`config.mk`:
```
export PLATFORM = sky130hd
export DESIGN_NAME = mem_arbiter
export DESIGN_NICKNAME = d
export VERILOG_FILES = /design/src/rtl/mem_pkg.sv /design/src/rtl/mem_arbiter_rr_pick2.sv /design/src/rtl/mem_arbiter.sv
export SDC_FILE = /design/constraint.sdc
export NUM_CORES = 1
export LEC_CHECK = 0
export ABC_CLOCK_PERIOD_IN_PS = 1700
export BUFFER_PORTS_ARGS = -buffer_cell sky130_fd_sc_hd__buf_4
export CAP_MARGIN = 20
export CORE_MARGIN = 4
export CORE_UTILIZATION = 26
export CTS_BUF_LIST = sky130_fd_sc_hd__clkbuf_2 sky130_fd_sc_hd__clkbuf_4 sky130_fd_sc_hd__clkbuf_8
export CTS_CLUSTER_SIZE = 24
export DETAILED_ROUTE_END_ITERATION = 8
export PLACE_DENSITY = 0.88
export SLEW_MARGIN = 20
export SYNTH_ARGS = -nofsm -noshare
export SYNTH_HDL_FRONTEND = slang
export SYNTH_HIERARCHICAL = 1
export SYNTH_SLANG_ARGS = --single-unit
```
`constraint.sdc`:
```
create_clock -name clk -period 1.7 [get_ports clk]
set_input_delay 0 -clock clk [delete_from_list [all_inputs] [get_ports clk]]
set_output_delay 0 -clock clk [all_outputs]
set_load 0.05 [all_outputs]
```
`src/rtl/mem_pkg.sv`:
```
// mem_pkg: shared encodings for the RAM arbiter.
//   MNONE/MREAD/MWRITE  CPU memory command codes
//   state_e             arbiter FSM states
//   OWN_CPU/OWN_LDR     requester identifiers (also the rr_pick2 request index)
package mem_pkg;

  localparam logic [1:0] MNONE  = 2'b00;
  localparam logic [1:0] MREAD  = 2'b01;
  localparam logic [1:0] MWRITE = 2'b10;

  typedef enum logic [1:0] {
    S_IDLE  = 2'b00,
    S_ISSUE = 2'b01,
    S_RESP  = 2'b10
  } state_e;

  localparam logic OWN_CPU = 1'b0;
  localparam logic OWN_LDR = 1'b1;

endpackage

```
`src/rtl/mem_arbiter_rr_pick2.sv`:
```
// rr_pick2: combinational two-way round-robin picker.
//   req[1:0]  request vector, index OWN_CPU / OWN_LDR
//   last      requester granted most recently
//   grant     winning requester index (meaningful when valid=1)
//   valid     at least one request present
module rr_pick2
  import mem_pkg::*;
(
  input  logic [1:0] req,
  input  logic       last,
  output logic       grant,
  output logic       valid
);

  assign valid = |req;

  always_comb begin
    grant = OWN_CPU;
    case (req)
      2'b01:   grant = OWN_CPU;
      2'b10:   grant = OWN_LDR;
      2'b11:   grant = ~last;
      default: grant = OWN_CPU;
    endcase
  end

endmodule

```
`src/rtl/mem_arbiter.sv`:
```
// mem_arbiter: shares one synchronous-read RAM between the CPU port and the
// loader port, one outstanding access at a time, two-way round-robin.
//   clk, reset                   clock, synchronous active-high reset
//   cpu_cmd/addr/wdata           CPU command (held while cpu_wait=1)
//   cpu_rdata, cpu_wait          CPU read data / stall
//   ldr_req/we/addr/wdata        loader request (held until ldr_ack)
//   ldr_ack, ldr_rdata           loader completion pulse / read data
//   ram_addr/we/din, ram_dout    RAM port (read data one cycle after address)
// Address bit ADDR_W-1 set means outside the RAM: writes are dropped and
// reads return zero, with unchanged handshake timing.
module mem_arbiter
  import mem_pkg::*;
#(
  parameter int DATA_W = 16,
  parameter int ADDR_W = 9,
  parameter int RAM_AW = 8
) (
  input  logic              clk,
  input  logic              reset,
  input  logic [1:0]        cpu_cmd,
  input  logic [ADDR_W-1:0] cpu_addr,
  input  logic [DATA_W-1:0] cpu_wdata,
  output logic [DATA_W-1:0] cpu_rdata,
  output logic              cpu_wait,
  input  logic              ldr_req,
  input  logic              ldr_we,
  input  logic [ADDR_W-1:0] ldr_addr,
  input  logic [DATA_W-1:0] ldr_wdata,
  output logic              ldr_ack,
  output logic [DATA_W-1:0] ldr_rdata,
  output logic [RAM_AW-1:0] ram_addr,
  output logic              ram_we,
  output logic [DATA_W-1:0] ram_din,
  input  logic [DATA_W-1:0] ram_dout
);

  state_e state, state_nx;
  logic   owner, owner_nx;
  logic   last, last_nx;

  logic              cpu_act;
  logic              req_cpu, req_ldr;
  logic              grant, grant_vld;
  logic              arb_en;
  logic              in_resp_cpu, in_resp_ldr;
  logic              own_write, own_oor;
  logic [ADDR_W-1:0] own_addr;
  logic [DATA_W-1:0] own_wdata;
  logic [DATA_W-1:0] rd_word;

  assign cpu_act     = (cpu_cmd != MNONE);
  assign arb_en      = (state == S_IDLE) || (state == S_RESP);
  assign in_resp_cpu = (state == S_RESP) && (owner == OWN_CPU);
  assign in_resp_ldr = (state == S_RESP) && (owner == OWN_LDR);

  // The owner completing in RESP still holds its request; mask it so the
  // other side can be granted back-to-back.
  assign req_cpu = arb_en && cpu_act && !in_resp_cpu;
  assign req_ldr = arb_en && ldr_req && !in_resp_ldr;

  rr_pick2 u_pick (
    .req   ({req_ldr, req_cpu}),
    .last  (last),
    .grant (grant),
    .valid (grant_vld)
  );

  // Requesters hold address/data through RESP, so the owner's live inputs
  // drive both the ISSUE cycle and the read-data zeroing in RESP.
  always_comb begin
    own_addr  = cpu_addr;
    own_wdata = cpu_wdata;
    own_write = (cpu_cmd == MWRITE);
    if (owner == OWN_LDR) begin
      own_addr  = ldr_addr;
      own_wdata = ldr_wdata;
      own_write = ldr_we;
    end
  end

  assign own_oor = own_addr[ADDR_W-1];
  assign rd_word = own_oor ? '0 : ram_dout;

  always_ff @(posedge clk) begin
    if (reset) begin
      state <= S_IDLE;
      owner <= OWN_CPU;
      last  <= OWN_LDR;
    end else begin
      state <= state_nx;
      owner <= owner_nx;
      last  <= last_nx;
    end
  end

  always_comb begin
    state_nx = S_IDLE;
    owner_nx = owner;
    last_nx  = last;
    case (state)
      S_IDLE, S_RESP: begin
        if (grant_vld) begin
          state_nx = S_ISSUE;
          owner_nx = grant;
          last_nx  = grant;
        end
      end
      S_ISSUE: state_nx = S_RESP;
      default: state_nx = S_IDLE;
    endcase
  end

  // Reset gates the write strobe directly so an ISSUE write in the reset
  // cycle never reaches the RAM.
  assign ram_we    = (state == S_ISSUE) && own_write && !own_oor && !reset;
  assign ram_addr  = (state == S_ISSUE) ? own_addr[RAM_AW-1:0] : '0;
  assign ram_din   = (state == S_ISSUE) ? own_wdata : '0;

  assign cpu_rdata = in_resp_cpu ? rd_word : '0;
  assign ldr_ack   = in_resp_ldr;
  assign ldr_rdata = in_resp_ldr ? rd_word : '0;
  assign cpu_wait  = cpu_act && !in_resp_cpu;

endmodule

```
# [Word level (Yosys, flattened, before mapping)]
# Index checks and enable logic that the tools add are counted.
[totals] ff_bits=4 wordCells=41 out_inout_bits=59
[classes] muxes=11 n_eq_ne=5 n_reduce_logical=20 bitwise=2
[ops] operator="two-way mux 16 bit" n=5
[ops] operator="logical AND 1 bit" n=10
[ops] operator="two-way mux 9 bit" n=1
[ops] operator="== test 2 bit, second input constant" n=4
[ops] operator="two-way mux 8 bit" n=1
[ops] operator="zero test 1 bit" n=4
[ops] operator="one-hot mux 2 bit (2 select lines)" n=1
[ops] operator="OR reduction 2 bit" n=2
[ops] operator="== test 2 x 1 -> 1 bit, second input constant" n=1
[ops] operator="zero test 2 bit" n=1
[ops] operator="two-way mux 1 bit" n=2
[ops] operator="inverter 1 bit" n=2
[ops] operator="one-hot mux 1 bit (2 select lines)" n=1
[ops] operator="AND reduction 2 bit" n=1
[ops] operator="nonzero test 2 bit" n=1
[ops] operator="logical OR 1 bit" n=1

# [Depth between registers and ports, before layout]
[logic_depth] word_depth=7 depth_mapped=9

# [Cells and area by module]
# Netlist, hierarchy kept.
[modules_own_cells] module="mem_arbiter" cells_per_inst=113 seq_area_each_um2=80.1 area_per_inst_um2=797.0 instances=1
[modules_own_cells] module="rr_pick2" cells_per_inst=2 seq_area_each_um2=0.0 area_per_inst_um2=13.8 instances=1

# [Worst setup path after synthesis]
# OpenSTA, ideal clock, no wires.
[synth_path] path_type="register -> output" from="reg owner" to="out ram_we" path_stages_with_launch=5 n_path_buf=2 t_arrival_ps=1868 path_slack_ps=-168 cell_sequence="dfxtp_1 buf_6 buf_2 a31oi_1 nor3_1"
[synth_via] elab_chain_len=4
[synth_rtl] item="start: declaration" line="mem_arbiter.sv:38" rtl="logic owner, owner_nx;"
[synth_rtl] item="start signal: assignment" line="mem_arbiter.sv:91" rtl="owner <= owner_nx;"
[synth_rtl] item="two-way mux 1 bit / two-way mux 9 bit (equally long branches)" line="mem_arbiter.sv:74" rtl="if (owner == OWN_LDR) begin"
[synth_rtl] item="logical AND 1 bit / zero test 1 bit (equally long branches)" line="mem_arbiter.sv:115" rtl="assign ram_we = (state == S_ISSUE) && own_write && !own_oor && !reset;"
[synth_rtl] item="logical AND 1 bit * (2 in series)" line="mem_arbiter.sv:115"
[synth_rtl] item="end: declaration" line="mem_arbiter.sv:32" rtl="output logic ram_we,"
# Every way passes the cells marked *; elsewhere a longest branch is shown, timed or not.

# [Worst setup path after layout]
# Same ends and word-level chain as after synthesis.

==> impl_results.md <==
* Outcome: finished clean
* Total wire length at roughly 3600 um
* P_leak at a little over 1 nW
* TNS Setup at 0 ns
* Largest net degree at the start of global routing at 27
* Synth area leader: mux2i_1
* WL/cell at approximately 12 um
* Unrepaired setup endpoints after global routing: false
* Share of cells above drive strength 1 at approximately three fifths
* Postcts setup bufs at 0
* Post-synth EDFFs at 0
* Final min period at roughly 1.6 ns
* CP required at 1.70 ns
* Fmax at ~0.63 GHz
* Die area at ~0.0041 sq mm
* TritonCTS Sinks at 4
* CTS tree: yes
* # IOs at ~130
* Clk root buf: clkbuf_4
* PwrDens at between 400 and 500 mW/mm^2
* Residual DRC at 0
* Sequential area share after synthesis at under 10%
* Initial Util at between 20% and 30%
* Avg Cell Area, Syn at between 7 and 8 sq um
* Worst slew pin tran at ~0.38 ns
* Async SR Flop Fraction at 0%
* Final hold vios at 0
* TritonRoute pass-1 iters at 4
* Share of the synthesized area in the top cell type at between 20% and 30%
* Post-synthesis register bit count at 4
* CTS H-Tree Depth at 1
* Max-slew violation count at 0
* Clock buffer depth at 2
* Row count at 20
* Mapped Area at around 810 sq um
* Relative slew slack at between 70% and 80%
* Synth Instances at about 120
* Worst Path Arrival at ~1.6 ns
* Top_reg_cell synth: dfxtp_1
* PortBufs at between 100 and 150
* GP Congestion at between 0.7 and 0.8
* VDD IR max at ~0.40 mV
* Synthesis Warnings at 6
* Worst Hold Class: in2reg
* Synth top area cells: mux2i_1 (30%), and2_1 (12%), and3_1 (12%), nor2_1 (12%), dfxtp_1 (9.9%)
* Skew-Pair Late Insertion Delay at ~0.23 ns
* Initial antenna violation count at 0
* # diodes at 0
* Via-to-Cell Ratio at ~4.5
* Setup Skew at 0.00268 ns
* Number of global-route vias before repair at ~1300
* Crit path max fanout at 16
* Max_cap viols at 0
* Starting DRC count in detailed routing at 31
* Count of final setup violators at 0
* Period utilization at 93.8%
* Core Util, Final at 61.2%
* Via count at around 1300
* Endpoint type of the worst setup path: output port
* CTS clock-pin slew for the worst setup and hold paths at around 0.040 ns
* Area Growth Syn to Fin at 129%
* Post-Syn Nets at between 150 and 200
* ANT nets after route at 0
* Worst setup path category: reg2out
* Post-CTS Resized at 0
* CTS buffer count at 3
* Core area at between 0.003 and 0.004 sq mm
* Reg-to-reg setup timing slack at 0.12 ns
* Crit start category: flip-flop
* Die width at approximately 64 um
* Count of cell types in the netlist at 24
* Gr usage total at 16.7%
* First-pass GRT wire length at about 5600 um
* Hold-fix buffers, CTS at 1
* Chip height at about 64 um
* Grt ovf at 0
* Nets at ~320
==> registers in the layout, indices dropped and copies added (netlist names) <==
signal / flops
owner: 1
state: 2
last: 1
==> power breakdown <==
group	switching [mW]	total [mW]	leakage, nW	internal, mW
clock	0.0370	0.116	0.0138	0.0788
combinational	0.393	0.667	0.979	0.274
sequential	0.00563	0.112	0.0331	0.106
total	0.436	0.895	1.03	0.459
==> placed cells by master (no fill, tap or decap), drive strengths merged, types with 2 or more instances in the layout <==
cell type,netlist,layout
buf,7,135
mux2i,24,24
clkbuf,3,3
nand2,2,2
nor2,27,27
and3,16,16
a21oi,2,2
dfxtp,4,4
nand2b,2,2
and2,16,16
==> layout make-up <==
type	count	area, sq um
fill	273	1170
timing repair buffer	136	1020
multi-input combinational	100	668
sequential	4	80.1
tap	44	55.1
clock buffer	3	22.5
inverter	1	3.75
==> stage by stage <==
step           instance area, sq um  std cells  worst slack, ns  power (mW)  hold slack (ns)
5_1_grt                        1850        288           0.0125       0.944            0.382
2_1_floorplan                   817        115           0.0260       0.522           0.0691
4_1_cts                        1850        288           0.0848       0.905            0.313
3_3_place_gp                   1820        284            0.158       0.773            0.207
3_5_place_dp                   1820        284            0.127       0.781            0.206
6_report                       1850        288            0.106       0.895            0.323
==> per-layer routing <==
layer	up-vias	part of all wire, %	GRT usage (%)
li1	647	-	-
met1	567	36	17.0
met2	66	54	32.6
met3	4	9.9	4.04
met4	0	0.78	5.12
met5	-	0	0
==> worst max-delay path: stages (launching register included) <==
cell	delay, ns
dfxtp_1	0.32
buf_4	0.23
buf_4	0.31
a31oi_1	0.16
nor3_2	0.12
buf_4	0.22
==> path summary, 6_finish.rpt <==
check	endpoint	start	depth (start not counted)
min	last	ldr_req	5
max	ram_we	owner	5
max reg2reg	owner	owner	7
min reg2reg	last	last	2
==> cells in the mapped netlist, types with 2 or more instances <==
master,number
nand2b_1,2
and3_1,16
nand2_1,2
buf_6,3
and2_1,16
dfxtp_1,4
nor2_1,26
clkbuf_1,3
buf_2,4
mux2i_1,24
a21oi_1,2
==> logic make-up after synthesis <==
group	after synthesis	synth area share, %
flip-flops	4	9.88
buffers and inverters	11	8.49
AND/OR/NAND/NOR	71	48.2
AO/OA/AOI/OAI	5	3.86
multiplexers	24	29.6
Power figures use the tool's default switching activity.
